<file path="src/rtl/lamp_pkg.sv">
// Shared encodings, phase limits and lamp patterns for the lamp sequencer.
package lamp_pkg;

  typedef enum logic [1:0] {
    MODE_AUTO  = 2'b00,
    MODE_FLASH = 2'b01,
    MODE_CHASE = 2'b10,
    MODE_ALT   = 2'b11
  } mode_e;

  localparam logic [2:0] LAST_FLASH = 3'd1;
  localparam logic [2:0] LAST_CHASE = 3'd7;
  localparam logic [2:0] LAST_ALT   = 3'd1;

  localparam logic [7:0] PAT_FLASH_0 = 8'h00;
  localparam logic [7:0] PAT_FLASH_1 = 8'hFF;
  localparam logic [7:0] PAT_ALT_0   = 8'h55;
  localparam logic [7:0] PAT_ALT_1   = 8'hAA;
  // Indexed by phase: phase 0 lights the leftmost lamp.
  localparam logic [7:0][7:0] PAT_CHASE = {8'h01, 8'h02, 8'h04, 8'h08,
                                           8'h10, 8'h20, 8'h40, 8'h80};

  function automatic logic [2:0] last_phase(input mode_e m);
    case (m)
      MODE_CHASE: last_phase = LAST_CHASE;
      MODE_ALT:   last_phase = LAST_ALT;
      default:    last_phase = LAST_FLASH;
    endcase
  endfunction

  function automatic mode_e rotate_mode(input mode_e m);
    case (m)
      MODE_FLASH: rotate_mode = MODE_CHASE;
      MODE_CHASE: rotate_mode = MODE_ALT;
      default:    rotate_mode = MODE_FLASH;
    endcase
  endfunction

  function automatic logic [7:0] pattern(input mode_e m, input logic [2:0] ph);
    case (m)
      MODE_FLASH: pattern = ph[0] ? PAT_FLASH_1 : PAT_FLASH_0;
      MODE_CHASE: pattern = PAT_CHASE[ph];
      MODE_ALT:   pattern = ph[0] ? PAT_ALT_1 : PAT_ALT_0;
      default:    pattern = PAT_FLASH_0;
    endcase
  endfunction

endpackage

</file>
<file path="src/rtl/lamp_tick_gen.sv">
// Step-enable source: prescaled tick while running, single-step pulse while paused.
module lamp_tick_gen #(
  parameter int TICK_DIV = 4
) (
  input  logic clk,
  input  logic rst_n,
  input  logic run,
  input  logic step_req,
  output logic adv
);

  localparam int CW = $clog2(TICK_DIV) + 1;
  localparam logic [CW-1:0] CNT_LAST = CW'(TICK_DIV - 1);

  logic [CW-1:0] cnt;
  logic          at_last;

  assign at_last = (cnt >= CNT_LAST);
  assign adv     = run ? at_last : step_req;

  // Count holds while paused so resuming continues the interrupted interval.
  always_ff @(posedge clk or negedge rst_n) begin
    if (!rst_n)  cnt <= '0;
    else if (run) cnt <= at_last ? '0 : cnt + 1'b1;
  end

endmodule

</file>
<file path="src/rtl/lamp_seq_ctrl.sv">
// Lamp pattern sequencer: mode/phase/repeat state, registered lamp bus and tick.
module lamp_seq_ctrl
  import lamp_pkg::*;
#(
  parameter int TICK_DIV = 4,
  parameter int REPEAT   = 2
) (
  input  logic       clk,
  input  logic       rst_n,
  input  logic       run,
  input  logic       step_req,
  input  logic [1:0] mode_sel,
  output logic [7:0] lamb,
  output logic [1:0] mode,
  output logic       tick
);

  localparam int RW = $clog2(REPEAT) + 1;
  localparam logic [RW-1:0] REP_LAST = RW'(REPEAT - 1);

  logic          adv;
  mode_e         mode_q, nxt_mode, sel;
  logic [2:0]    phase, nxt_phase;
  logic [RW-1:0] rep, nxt_rep;

  lamp_tick_gen #(.TICK_DIV(TICK_DIV)) u_tick_gen (
    .clk      (clk),
    .rst_n    (rst_n),
    .run      (run),
    .step_req (step_req),
    .adv      (adv)
  );

  assign sel  = mode_e'(mode_sel);
  assign mode = mode_q;

  always_comb begin
    nxt_mode  = mode_q;
    nxt_phase = phase;
    nxt_rep   = rep;
    if (sel != MODE_AUTO && sel != mode_q) begin
      nxt_mode  = sel;
      nxt_phase = '0;
      nxt_rep   = '0;
    end else if (mode_q == MODE_AUTO || phase > last_phase(mode_q)) begin
      // Corrupted state: fall back to a known-good display.
      nxt_mode  = MODE_FLASH;
      nxt_phase = '0;
      nxt_rep   = '0;
    end else if (phase < last_phase(mode_q)) begin
      nxt_phase = phase + 3'd1;
    end else if (sel == MODE_AUTO && rep >= REP_LAST) begin
      nxt_mode  = rotate_mode(mode_q);
      nxt_phase = '0;
      nxt_rep   = '0;
    end else begin
      nxt_phase = '0;
      nxt_rep   = (sel == MODE_AUTO) ? rep + 1'b1 : '0;
    end
  end

  always_ff @(posedge clk or negedge rst_n) begin
    if (!rst_n) begin
      mode_q <= MODE_FLASH;
      phase  <= '0;
      rep    <= '0;
      lamb   <= 8'h00;
      tick   <= 1'b0;
    end else begin
      tick <= adv;
      if (adv) begin
        mode_q <= nxt_mode;
        phase  <= nxt_phase;
        rep    <= nxt_rep;
        lamb   <= pattern(nxt_mode, nxt_phase);
      end
    end
  end

endmodule

</file>
<file path="config.mk">
export PLATFORM = sky130hd
export DESIGN_NAME = lamp_seq_ctrl
export DESIGN_NICKNAME = d
export VERILOG_FILES = /design/src/rtl/lamp_pkg.sv /design/src/rtl/lamp_tick_gen.sv /design/src/rtl/lamp_seq_ctrl.sv
export SDC_FILE = /design/constraint.sdc
export NUM_CORES = 1
export LEC_CHECK = 0
export ABC_AREA = 1
export BUFFER_PORTS_ARGS = -buffer_cell sky130_fd_sc_hd__buf_2
export CORE_ASPECT_RATIO = 1.2
export CORE_MARGIN = 2
export CORE_UTILIZATION = 38
export DETAILED_ROUTE_END_ITERATION = 8
export SLEW_MARGIN = 10
export SYNTH_ARGS = -nofsm -noshare
export SYNTH_HDL_FRONTEND = slang
export SYNTH_HIERARCHICAL = 1
export SYNTH_SLANG_ARGS = --single-unit
</file>
<file path="constraint.sdc">
create_clock -name clk -period 2.43 [get_ports clk]
set_input_delay 0.6075 -clock clk [delete_from_list [all_inputs] [get_ports clk]]
set_output_delay 0.6075 -clock clk [all_outputs]
set_load 0.02 [all_outputs]
</file>
==> flow_metrics.tcl <==
set metrics [dict create \
    end_kind "flip-flop" \
    r2r-start "mode[0]" \
    clock.fmax_mhz 445.2 \
    required_ns 2.58 \
    ys_ff_latch 19 \
    synthArstFlopShare_pct 100.0 \
    syn_area_per_cell_sq_um 7.434 \
    drv_slew 0 \
    worstSkewPairLatency_ns 0.26 \
    cts_root_buf "clkbuf_8" \
    crit_path_frequent_cell "nand2_1" \
    die_w_um 56.96 \
    drive_gt1_share_pct 25.38 \
    cp_max_fo 5 \
    max_cap_viol_count 0 \
    status "completed" \
    synth_cell_types 24 \
    drt_pass1_iterations 4 \
    finalWeightedCongestion 0.8751 \
    rows 23 \
    tightest_slew_ns 0.4412 \
    cts_buffer_depth 2 \
    p_per_area_nw_per_um2 1265 \
    cts_tree "yes" \
    start_util_pct 38.98 \
    skew_ns 0.005656 \
    antenna_cells 0 \
    rr_endpoint "lamb[4]" \
    fp.dieH_um 67.55 \
    postRouteWirelength_um 2748 \
    initialDrtViolationCount 37 \
    relSlewSlack_pct 70.59 \
    grt_max_degree 20 \
    worstSetupStartpointType "flip-flop" \
    vias 1153 \
    leakage_nw 0.8226 \
    syn_area_sq_um 1279 \
    grt_pass1_wl_um 4726 \
    hold_violations 0 \
    numCtsBuffers 3 \
    peakVddDrop_mv 0.7302 \
    period_needed_ns 2.246 \
    layoutNonFillerInstCount 234 \
    antenna_found_initial 0 \
    core_sq_um 3281 \
    ctsHtreeMaxLevel 1 \
    yosysSeqAreaShare_pct 37.28 \
    design_area_sq_um 1519 \
    clk_pin_slew_ns 0.08 \
    synth_fp_nets 187 \
    ant_nets 0 \
    hold_class "input pin to async pin" \
    fin_nets 213 \
    syn_inst 172 \
    fin_crit_sh_pct 92.44 \
    crit_chain "inv_1, ha_1, inv_1, ha_1, nand2_2, nand2_1, nand2_1, nand2_2, nor2_4, nand3_4, nand2_4, inv_2, nand3_2, nand2_1, nand2_1, nand2_1" \
    place_area_sq_um 1420 \
    grt_use_total_pct 16.07 \
    synthToLayoutAreaGrowth_pct 18.79 \
    reg2reg_slack_ns 0.18 \
    dp_slack_ns 0.1431 \
    hpwl_um 2035 \
    path_class "flip-flop to flip-flop" \
    numPortBuffers 16 \
    worstPathArrival_ns 2.40 \
    synthFlopType "dfrtp_1" \
    yosysWarnings 6 \
    numClockSinks 19 \
    slowest_stage "dfstp_2" \
    io_pins 17 \
    drc 0 \
    place_inst 226 \
    rr_worst_depth 16 \
    max_stage_delay_ns 0.53 \
    setup_tns_ns 0 \
    grt_pass1_vias 1096 \
    viasPerCell 4.927 \
    path_buf_inv 3 \
    grt_overflow_total 0 \
    finalSetupViolCount 0 \
    wl_per_cell_um 11.74 \
    critPathTopFamily "simple AND/OR/NAND/NOR gates" \
    worst_slack_ns 0.1836 \
    synth_edf_count 0 \
    fp.dieArea_sq_um 3847 \
]
## layout by cell type, fill, tap and decap left out, types with 7 or more instances in the layout
cell,netlist,routed
nand2_1,59,56
ha_1,9,9
nor2_1,12,12
nand2_2,4,9
inv_1,21,21
dfrtp_1,18,18
nand4_1,7,7
buf_2,0,16
o21ai_0,8,8
nand3_1,10,9
## worst reg2reg max path, delay by kind of cell (launching register included)
family	cells	cell delay, ns
simple gates	11	0.98
fa+ha+maj	2	0.45
flops	1	0.53
buf+inv	3	0.18
## area by class of cell
cell class | instances | area [sq um]
fill | 336 | 1762
tap | 37 | 46.29
clock buffer | 3 | 41.29
inverter | 23 | 86.33
clock inverter | 1 | 5.005
sequential | 19 | 476.7
timing repair buffer | 21 | 117.6
multi-input combinational | 130 | 745.7
## cells by family after synthesis
family,Yosys count,synth area share (%)
adder cells (fa/ha/maj),9,8.806
flip-flops,19,37.28
buffers and inverters,25,7.339
XOR/XNOR,1,0.6851
AO/OA/AOI/OAI,11,4.795
AND/OR/NAND/NOR,107,41.10
## where the power goes
group | internal, mW | total (mW) | switching [mW]
clock | 0.114 | 0.224 | 0.110
sequential | 0.447 | 0.530 | 0.0829
combinational | 0.405 | 1.17 | 0.763
total | 0.966 | 1.92 | 0.955
## Yosys cell counts, types with 2 or more instances
cell type	count	share of area, %
dfrtp_1	18	35
ha_1	9	8.8
inv_1	21	6.2
inv_2	2	0.59
nand2_1	59	17
nand2_2	4	2.0
nand2_4	3	2.6
nand3_1	10	3.9
nand3_2	3	2.3
nand4_1	7	3.4
nor2_1	12	3.5
nor2_4	3	2.6
nor3_1	2	0.78
o21ai_0	8	3.1
o21bai_1	2	1.2
## metrics by stage
step	total power, mW	hold WS [ns]	utilization, %
floorplan	1.339	0.3119	-
global placement	1.592	0.4574	43.29
detailed placement	1.626	0.4606	43.29
CTS	1.859	0.2965	44.70
global route	2.114	0.3184	46.30
finish	1.921	0.2831	46.30
## worst max-delay path by stage
stage	from	endpoint	cells after the start
floorplan	mode[0]	lamb[0]	16
global placement	mode[0]	lamb[4]	16
detailed placement	mode[0]	lamb[4]	16
CTS	mode[0]	lamb[4]	16
global route	mode[0]	lamb[7]	16
finish	mode[0]	lamb[4]	16
## layer usage
layer	GRT usage, %	wire length, um
met2	27.87	1265
met1	18.59	1278
met4	9.012	91
met5	0	0
met3	3.065	113
## flip-flops by register name (all words and copies together), names as in the netlist
signal and cells:
lamb 8, u_tick_gen/cnt 3, phase 3, mode 2
rep 2, tick 1
## repair_timing
action	4_1_cts	5_1_grt
buffers inserted	0	2
gates resized for setup	0	6
hold endpoints to repair	0	0
hold buffers	0	0
endpoints found under the setup margin	0	8
Power figures use the tool's default switching activity.
